## src/rtl/spi_frame_rx_if.sv

```systemverilog
// Register-file side of the SPI frame receiver: write port, read port and error pulse.
interface spi_frame_rx_if #(
  parameter int ADDR_W = 7,
  parameter int DATA_W = 8
);
  logic              wr_valid;
  logic [ADDR_W-1:0] wr_addr;
  logic [DATA_W-1:0] wr_data;
  logic [ADDR_W-1:0] rd_addr;
  logic [DATA_W-1:0] rd_data;
  logic              frame_err;

  modport master (
    output wr_valid, wr_addr, wr_data, rd_addr, frame_err,
    input  rd_data
  );

  modport slave (
    input  wr_valid, wr_addr, wr_data, rd_addr, frame_err,
    output rd_data
  );
endinterface

```

## src/rtl/spi_frame_rx.sv

```systemverilog
// SPI mode-0 slave: synchronises the pins into clk, assembles command+data frames,
// issues register writes and shifts register reads back out on MISO.
module spi_frame_rx #(
  parameter int SYNC_STAGES = 2,
  parameter int ADDR_W      = 7,
  parameter int DATA_W      = 8
) (
  input  logic            clk,
  input  logic            rst,
  input  logic            spi_sck,
  input  logic            spi_cs_n,
  input  logic            spi_mosi,
  output logic            spi_miso,
  spi_frame_rx_if.master  regs
);
  localparam int FRAME_LEN = ADDR_W + 1 + DATA_W;
  localparam int CNT_W     = $clog2(FRAME_LEN + 1);
  localparam logic [CNT_W-1:0] CMD_LAST   = CNT_W'(ADDR_W);
  localparam logic [CNT_W-1:0] FRAME_LAST = CNT_W'(FRAME_LEN - 1);

  typedef enum logic [2:0] {IDLE, CMD, RDLOAD, DATA, DONE} state_t;

  logic [SYNC_STAGES-1:0] sck_sync, cs_sync, mosi_sync;
  logic                   sck_d, cs_d;
  logic                   sck_s, cs_s, mosi_s;
  logic                   sck_rise, sck_fall, cs_fall, cs_rise;

  state_t                 state;
  logic [CNT_W-1:0]       bit_cnt;
  logic [FRAME_LEN-3:0]   rx_shift;
  logic [DATA_W-2:0]      tx_shift;
  logic                   is_read;
  logic                   overrun;
  logic [FRAME_LEN-2:0]   rx_next;
  logic [ADDR_W:0]        cmd_next;

  // Synchronisers carry no reset so a reset mid-frame cannot fake a chip-select edge.
  always_ff @(posedge clk) begin
    sck_sync  <= {sck_sync[SYNC_STAGES-2:0], spi_sck};
    cs_sync   <= {cs_sync[SYNC_STAGES-2:0], spi_cs_n};
    mosi_sync <= {mosi_sync[SYNC_STAGES-2:0], spi_mosi};
    sck_d     <= sck_sync[SYNC_STAGES-1];
    cs_d      <= cs_sync[SYNC_STAGES-1];
  end

  assign sck_s    = sck_sync[SYNC_STAGES-1];
  assign cs_s     = cs_sync[SYNC_STAGES-1];
  assign mosi_s   = mosi_sync[SYNC_STAGES-1];
  assign sck_rise = sck_s & ~sck_d;
  assign sck_fall = ~sck_s & sck_d;
  assign cs_fall  = ~cs_s & cs_d;
  assign cs_rise  = cs_s & ~cs_d;

  // The command MSB is consumed into is_read, so the shifter never needs to hold it.
  assign rx_next  = {rx_shift, mosi_s};
  assign cmd_next = {rx_shift[ADDR_W-1:0], mosi_s};

  always_ff @(posedge clk) begin
    if (rst) begin
      state          <= IDLE;
      bit_cnt        <= '0;
      rx_shift       <= '0;
      tx_shift       <= '0;
      is_read        <= 1'b0;
      overrun        <= 1'b0;
      spi_miso       <= 1'b0;
      regs.wr_valid  <= 1'b0;
      regs.wr_addr   <= '0;
      regs.wr_data   <= '0;
      regs.rd_addr   <= '0;
      regs.frame_err <= 1'b0;
    end else begin
      regs.wr_valid  <= 1'b0;
      regs.frame_err <= 1'b0;
      case (state)
        IDLE: begin
          spi_miso <= 1'b0;
          if (cs_fall) begin
            state    <= CMD;
            bit_cnt  <= '0;
            rx_shift <= '0;
            overrun  <= 1'b0;
          end
        end
        CMD: begin
          if (cs_rise) begin
            regs.frame_err <= (bit_cnt != '0);
            state          <= IDLE;
          end else if (sck_rise) begin
            rx_shift <= rx_next[FRAME_LEN-3:0];
            bit_cnt  <= bit_cnt + 1'b1;
            if (bit_cnt == CMD_LAST) begin
              is_read      <= cmd_next[ADDR_W];
              regs.rd_addr <= cmd_next[ADDR_W-1:0];
              state        <= cmd_next[ADDR_W] ? RDLOAD : DATA;
            end
          end
        end
        RDLOAD: begin
          if (cs_rise) begin
            regs.frame_err <= 1'b1;
            state          <= IDLE;
          end else begin
            spi_miso <= regs.rd_data[DATA_W-1];
            tx_shift <= regs.rd_data[DATA_W-2:0];
            state    <= DATA;
          end
        end
        DATA: begin
          if (cs_rise) begin
            regs.frame_err <= 1'b1;
            spi_miso       <= 1'b0;
            state          <= IDLE;
          end else begin
            if (sck_rise) begin
              rx_shift <= rx_next[FRAME_LEN-3:0];
              bit_cnt  <= bit_cnt + 1'b1;
              if (bit_cnt == FRAME_LAST) begin
                state <= DONE;
                if (!is_read) begin
                  regs.wr_valid <= 1'b1;
                  regs.wr_addr  <= rx_next[DATA_W +: ADDR_W];
                  regs.wr_data  <= rx_next[DATA_W-1:0];
                end
              end
            end
            // The fall right after the command byte keeps the MSB on the line for data bit one.
            if (sck_fall && is_read && (bit_cnt > CMD_LAST + 1'b1)) begin
              spi_miso <= tx_shift[DATA_W-2];
              tx_shift <= {tx_shift[DATA_W-3:0], 1'b0};
            end
          end
        end
        DONE: begin
          if (cs_rise) begin
            regs.frame_err <= overrun;
            spi_miso       <= 1'b0;
            state          <= IDLE;
          end else if (sck_rise) begin
            overrun <= 1'b1;
          end
        end
        default: state <= IDLE;
      endcase
    end
  end
endmodule

```

## src/flat_wrapper.sv

```systemverilog
// flat-port wrapper written by rule: the top's interface ports become plain ports
module spi_frame_rx_flat 
#(
  parameter int SYNC_STAGES = 2,
  parameter int ADDR_W      = 7,
  parameter int DATA_W      = 8
)
  (clk, rst, spi_sck, spi_cs_n, spi_mosi, spi_miso, regs_wr_valid, regs_wr_addr, regs_wr_data, regs_rd_addr, regs_frame_err, regs_rd_data);
  spi_frame_rx_if #(.ADDR_W(ADDR_W), .DATA_W(DATA_W)) regs_i ();
  input  logic clk;
  input  logic rst;
  input  logic spi_sck;
  input  logic spi_cs_n;
  input  logic spi_mosi;
  output logic spi_miso;
  output wire logic [$bits(regs_i.wr_valid)-1:0] regs_wr_valid;
  output wire logic [$bits(regs_i.wr_addr)-1:0] regs_wr_addr;
  output wire logic [$bits(regs_i.wr_data)-1:0] regs_wr_data;
  output wire logic [$bits(regs_i.rd_addr)-1:0] regs_rd_addr;
  output wire logic [$bits(regs_i.frame_err)-1:0] regs_frame_err;
  input wire logic [$bits(regs_i.rd_data)-1:0] regs_rd_data;
  assign regs_wr_valid = regs_i.wr_valid;
  assign regs_wr_addr = regs_i.wr_addr;
  assign regs_wr_data = regs_i.wr_data;
  assign regs_rd_addr = regs_i.rd_addr;
  assign regs_frame_err = regs_i.frame_err;
  assign regs_i.rd_data = regs_rd_data;
  spi_frame_rx #(.SYNC_STAGES(SYNC_STAGES), .ADDR_W(ADDR_W), .DATA_W(DATA_W)) u_core (.clk(clk), .rst(rst), .spi_sck(spi_sck), .spi_cs_n(spi_cs_n), .spi_mosi(spi_mosi), .spi_miso(spi_miso), .regs(regs_i));
endmodule
```

## config.mk

```make
export PLATFORM = sky130hd
export DESIGN_NAME = spi_frame_rx_flat
export DESIGN_NICKNAME = d
export VERILOG_FILES = /design/src/rtl/spi_frame_rx_if.sv /design/src/rtl/spi_frame_rx.sv /design/src/flat_wrapper.sv
export SDC_FILE = /design/constraint.sdc
export NUM_CORES = 1
export LEC_CHECK = 0
export BUFFER_PORTS_ARGS = -buffer_cell sky130_fd_sc_hd__buf_2
export CAP_MARGIN = 20
export CORE_ASPECT_RATIO = 1.1
export CORE_MARGIN = 5
export CORE_UTILIZATION = 50
export CTS_BUF_LIST = sky130_fd_sc_hd__clkbuf_16
export CTS_CLUSTER_SIZE = 12
export DETAILED_ROUTE_END_ITERATION = 10
export PLACE_DENSITY = 0.74
export SLEW_MARGIN = 20
export SYNTH_ARGS = -nofsm -noshare
export SYNTH_HDL_FRONTEND = slang
export SYNTH_SLANG_ARGS = --single-unit
```

## constraint.sdc

```tcl
create_clock -name clk -period 1.9 [get_ports clk]
set_clock_uncertainty 0.1 [all_clocks]
set_input_delay 0.38 -clock clk [delete_from_list [all_inputs] [get_ports clk]]
set_output_delay 0.38 -clock clk [all_outputs]
set_load 0.01 [all_outputs]
```

==> results of run 1 <==
[per-layer routing]
metal	vias up	share of wire	global-route usage
met2	58	0.48	0.294
li1	1080	-	-
met1	968	0.45	0.221
met4	0	0.020	0.0781
met5	-	0	0
met3	9	0.046	0.0567
[metrics by stage]
stage / hold WS (ps) / std cells / area [um2] / setup WS, ps
after global placement: 210 / 372 / 2890 / 9.39
after floorplan: 210 / 279 / 2620 / -126
after global routing: 47.8 / 399 / 3330 / -160
after detailed placement: 212 / 372 / 2890 / -97.3
final: 60.1 / 399 / 3330 / -24.0
after CTS: 48.7 / 396 / 3290 / -78.8
[worst max path at each step]
stage,start,to,slack (ps),depth (start not counted)
floorplan,u_core.bit_cnt[0],u_core.regs.wr_addr[0],-130,8
global placement,u_core.bit_cnt[0],u_core.regs.wr_addr[3],9,8
detailed placement,u_core.bit_cnt[1],u_core.regs.wr_addr[6],-100,8
CTS,u_core.bit_cnt[1],u_core.regs.wr_addr[6],-80,8
global route,u_core.bit_cnt[0],u_core.regs.wr_addr[3],-160,9
finish,u_core.bit_cnt[0],u_core.regs.wr_addr[3],-20,9
[flip-flops by register name (all words and copies together), names as in the netlist, 2 cells and up]
name,count
u_core.tx_shift,7
u_core.state,3
u_core.cs_sync,2
u_core.sck_sync,2
u_core.bit_cnt,5
u_core.regs.rd_addr,7
u_core.regs.wr_addr,7
u_core.regs.wr_data,8
u_core.rx_shift,14
u_core.mosi_sync,2
[timing repair]
item	CTS	global route
gates cloned	1	0
endpoints found under the setup margin	10	30
pin swaps	3	5
buffers inserted	7	3
gates resized for setup	11	6
[logic make-up (layout without fill, tap and decap cells)]
group / count (synthesis) / count (layout) / synth area share
and+or+nand+nor: 117 / 117 / 0.232
DFF: 64 / 64 / 0.491
AOI/OAI and AO/OA: 41 / 41 / 0.0940
muxes: 30 / 30 / 0.118
buffers and inverters: 22 / 84 / 0.0441
adders and majority gates: 3 / 3 / 0.0144
xor gates and xnor gates: 2 / 2 / 0.00671
[placed cells by master (no fill, tap or decap), types with 4 or more instances in the layout]
cell type	n
inv_1	5
clkbuf_16	9
nand3_1	19
nor2b_1	9
a21oi_1	28
buf_4	20
buf_2	37
buf_6	5
nor2_1	28
nand2b_1	7
mux2_1	4
mux2i_1	23
nand2_1	31
dfxtp_1	61
[worst max-delay path: stages, from the launching register on]
cell	delay, ps
dfxtp_2	350
ha_4	130
and3_4	180
ha_4	120
nand3b_1	130
nor4_4	230
buf_4	180
buf_6	120
mux2i_1	180
nor2_1	50
[report_power, final]
| part | internal [mW] | switching [mW] |
|---|---|---|
| logic | 0.0361 | 0.0627 |
| registers | 1.36 | 0.0105 |
| clock network | 0.999 | 0.551 |
[layout make-up]
cell class | count | area [um2] | share of cell area
Inverter | 5 | 18.8 | 0.00563
Clock inverter | 7 | 62.6 | 0.0188
Tap cell | 58 | 72.6 | 0.0218
Sequential cell | 64 | 1280 | 0.386
Multi-Input combinational cell | 193 | 1260 | 0.379
Timing Repair Buffer | 63 | 407 | 0.122
Clock buffer | 9 | 225 | 0.0676
==> impl_results.md, run 1 <==
* Fin util at 0.662
* Status: finished, violations left
* CP Capture Type: register
* Peak supply drop at 0.805 mV
* P per Cell Area at 904 nW/um2
* Clock Path Buffers at 2
* Post-Syn Area at 2610 um2
* H-tree levels at 3
* Reg clk slew, reported paths at 50 ps
* Final slew viol count at 0
* Async S/R FF share, synth at 0
* Grt total ovfl at 0
* Largest net degree at the start of global routing at 39
* Final hold violations at 0
* Slew at the pin closest to its max-slew limit at 658 ps
* Unrepaired setup endpoints after global routing: true
* Ant diodes at 0
* Area delta synth->final at 27.7%
* Core Area at 5030 um2
* Most common library cells after synthesis: dfxtp_1, nand2_1, nor2_1
* Detailed placer's ending HPWL at 3.63 mm
* Chip height at 85.8 um
* R2R Path End: u_core.regs.wr_addr[3]
* Worst hold endpoint: u_core.mosi_sync[0]
* Syn nets at 295
* Num Clock Sinks at 64
* #FFs+latches synth at 64
* Endpoints failing setup at 9
* Library cells used by synthesis at 42
* Initial antenna violation count at 0
* Sequential area share after synthesis at 0.491
* Maximum fanout along the worst path at 5
* Total CTS buffers at 9
* Post-Syn Area per Cell at 9.35 um2
* # IOs at 38
* R2R Setup Slk at -20 ps
* Total Negative Setup Slacks at -135 ps
* Hold-fix buffers, CTS at 0
* Reg-to-reg startpoint: u_core.bit_cnt[0]
* Top FF cell, synth: dfxtp_1
* Relative slew slack at 0.561
* Count leader, synth: dfxtp_1
* DR vias/cell at 5.30
* Worst Path Class, Setup: reg2reg
* Worst Reg-to-Reg Cells at 9
* Synthesized instance count at 279
* Total GRT Usage at 0.181
* CP arrival at 2000 ps
* Die area at 6770 um2
* Min-Delay Path Depth at 1
* Drt first pass iters at 4
* Root buf cell: clkbuf_16
* Share of cells above drive strength 1 at 0.270
* Final wirelength at 5.62 mm
* Top post-synthesis cells by area: dfxtp_1, mux2i_1, a21oi_1
* Core Rows at 27
* Worst setup SP type: register
* Fillers at 392
* Cell accounting for the most synthesized area: dfxtp_1
* Initial DRC Count at 145
* Power Total at 3.01 mW
* CP required at 1980 ps
* Via Count at 2115
* Routed Antenna Nets at 0
* Global-route wire length before repair at 9.52 mm
* Hold_sp: spi_mosi
* Post-synth top area share at 0.491
* Vias in the first global route at 2059
* Port Buffers at 37
* Min Clock Period, post-route at 1920 ps
* Max cap viols at 0
* Worst-Skew Late Latency at 320 ps
* CTS tree: built
* Horiz. Die Dim at 78.9 um
* Leak pwr at 1.42 nW
* Final nets at 352
* Worst setup margin at -24.0 ps
* Detailed-route DRC error count at 0
* Global placer's final weighted congestion at 0.843
* Highest clock rate at 520 MHz
* Worst Hold Class: in2reg
* WL per Instance at 14.1 um
* Post-synth EDFFs at 0
* Synth Warn # at 0
* Initial Util at 0.519
* Failing checks: negative setup slack
* Final worst-path cycle share at 1.01
Power figures use the tool's default switching activity.
==> run 2, diff against run 1 <==
--- a/config.mk
+++ b/config.mk
@@ -9,11 +9,11 @@
 export CAP_MARGIN = 20
 export CORE_ASPECT_RATIO = 1.1
 export CORE_MARGIN = 5
-export CORE_UTILIZATION = 50
+export CORE_UTILIZATION = 56
 export CTS_BUF_LIST = sky130_fd_sc_hd__clkbuf_16
 export CTS_CLUSTER_SIZE = 12
 export DETAILED_ROUTE_END_ITERATION = 10
-export PLACE_DENSITY = 0.74
+export PLACE_DENSITY = 0.78
 export SLEW_MARGIN = 20
 export SYNTH_ARGS = -nofsm -noshare
 export SYNTH_HDL_FRONTEND = slang
==> constraint.sdc (replaced) <==
create_clock -name clk -period 1.8 [get_ports clk]
set_clock_uncertainty 0.1 [all_clocks]
set_input_delay 0.36 -clock clk [delete_from_list [all_inputs] [get_ports clk]]
set_output_delay 0.36 -clock clk [all_outputs]
set_load 0.01 [all_outputs]
==> run 2 against run 1 <==
  * The run still ends with negative setup slack left
  * Die area decreased by 9.4%
  * Cell count up 2.3%
  * Combinational power up 22%
  * Core utilization rose by 9.9 points
  * Register-to-register slack got worse by 200 ps
  * Setup slack got worse by 200 ps
  * Sequential power increased by 5%
  * Fmax down 4.7%
  * Wire length grew 14%
  * Power increased by 12%
  * Hold slack got worse by 30 ps
  * Critical endpoint is now u_core.regs.wr_data[4]
  * Largest power group unchanged
==> impl_results.md, run 2 (synthesized netlist as in run 1, its figures left out) <==
* Root buf cell: clkbuf_16
* Worst setup SP type: register
* Final slew viol count at 0
* Initial Util at 0.569
* Horiz. Die Dim at 75.1 um
* Hold-fix buffers, CTS at 0
* Fillers at 310
* Final nets at 363
* Via Count at 2274
* H-tree levels at 3
* Ant diodes at 0
* Share of cells above drive strength 1 at 0.327
* Total GRT Usage at 0.233
* Reg clk slew, reported paths at 50 ps
* Largest register FFs at 14
* Detailed placer's ending HPWL at 3.66 mm
* Routed Antenna Nets at 0
* Final worst-path cycle share at 1.12
* Total CTS buffers at 9
* CTS tree: built
* Die area at 6130 um2
* Final hold violations at 0
* Most common cell after layout, fill and taps aside: dfxtp_1
* Worst setup margin at -220 ps
* Leak pwr at 1.49 nW
* Detailed-route DRC error count at 0
* Largest net degree at the start of global routing at 29
* Initial antenna violation count at 0
* Port Buffers at 37
* Relative slew slack at 0.730
* Worst-Skew Late Latency at 330 ps
* Worst Path Class, Setup: reg2reg
* Max cap viols at 0
* Worst Hold Class: in2reg
* Vias in the first global route at 2232
* Core Area at 4590 um2
* Initial DRC Count at 128
* CP most frequent cell: ha_4
* CP required at 1910 ps
* Min Clock Period, post-route at 2020 ps
* Global-route wire length before repair at 10.6 mm
* Max stage delay on crit path at 350 ps
* Core Rows at 26
* CP Capture Type: register
* Crit path max-delay family: simple AND/OR/NAND/NOR gates
* Worst path cell trace: ha_4 -> and3_4 -> ha_4 -> nand3b_1 -> nor4_4 -> buf_4 -> buf_12 -> mux2i_2 -> nor2_1
* Maximum fanout along the worst path at 8
* Highest clock rate at 495 MHz
* P per Cell Area at 965 nW/um2
* Final Cell Area at 3490 um2
* Area of the multi-input gates at 1290 um2
* Slowest cell on the critical path: dfxtp_2
* Endpoints failing setup at 31
* Area delta synth->final at 33.7%
* Clock Path Buffers at 2
* Peak supply drop at 0.819 mV
* Placed cell areas at 2970 um2
* Most flop-heavy register: u_core.rx_shift
* Global placer's final weighted congestion at 0.833
* Most frequent cells in the layout: dfxtp_1, buf_2, buf_4
* DR vias/cell at 5.57
* CP arrival at 2130 ps
* Final wirelength at 6.42 mm
* Failing checks: negative setup slack
* Unrepaired setup endpoints after global routing: true
* Slew at the pin closest to its max-slew limit at 402 ps
* Grt total ovfl at 0
* # IOs at 38
* Crit path buffers/inverters at 2
* WL per Instance at 15.7 um
* Power Total at 3.37 mW
* Drt first pass iters at 4
* Num Clock Sinks at 64
* Largest regs: u_core.rx_shift x14, u_core.regs.wr_data x8
* Seq. cell area at 1290 um2
* Chip height at 81.6 um
* Status: finished, violations left
[run 2: cell types whose count changed in the layout (fill, tap and decap cells not counted), sizes merged]
cell      delta
clkbuf       +1
bufinv       +1
buf         +10
inv          +1
clkinv       -3
clkinvlp     +1
[run 2: per-stage QoR]
step / util / cells / worst slack, ps / setup TNS [ps] / hold WS (ps)
global placement: 0.648 / 380 / -32.3 / -368 / 212
floorplan: - / 279 / -226 / -2420 / 210
finish: 0.761 / 408 / -220 / -3450 / 30.4
global route: 0.761 / 408 / -319 / -5570 / 25.5
CTS: 0.747 / 404 / -153 / -2310 / 24.6
detailed placement: 0.648 / 380 / -115 / -1220 / 215
[run 2: path summary, 6_finish.rpt]
kind | start | to | slack (ps) | cells past startpoint
worst min register to register | u_core.cs_sync[0] | u_core.cs_sync[1] | 220 | 0
worst max register to register | u_core.bit_cnt[0] | u_core.regs.wr_data[4] | -220 | 9
worst max-delay path | u_core.bit_cnt[0] | u_core.regs.wr_data[4] | -220 | 9
worst min-delay path | spi_mosi | u_core.mosi_sync[0] | 30 | 1
[run 2: worst reg2reg max path, delay by kind of cell (launching register included)]
kind	cells	cell delay (ps)
fa+ha+maj	2	250
buf+inv	2	310
flops	1	350
mux	1	230
simple gates	4	640
[run 2: area by class of cell]
cell class	count	share of cell area
sequential	64	0.369
multi-input combinational	193	0.370
clock inverter	7	0.0251
clock buffer	9	0.0645
tap	56	0.0201
inverter	5	0.00538
timing repair buffer	74	0.146
[run 2: what timing repair did]
action                     in CTS  in global routing
gates cloned                    1                  0
setup endpoints to repair      25                 34
pin swaps                       4                 10
gates resized for setup        12                 13
setup buffers                   7                  4
[run 2: power breakdown]
part,switching (mW),internal (mW),leakage [nW],total [mW]
clock network,0.610,1.20,0.150,1.81
registers,0.0106,1.43,0.521,1.44
logic,0.0732,0.0481,0.821,0.121
[run 2: routing by layer]
layer  GRT usage  up-vias  part of all wire
li1            -     1097                 -
met1       0.257     1083              0.40
met2       0.389       69              0.51
met3      0.0428       25             0.044
met4       0.180        0             0.050
met5           0        -                 0
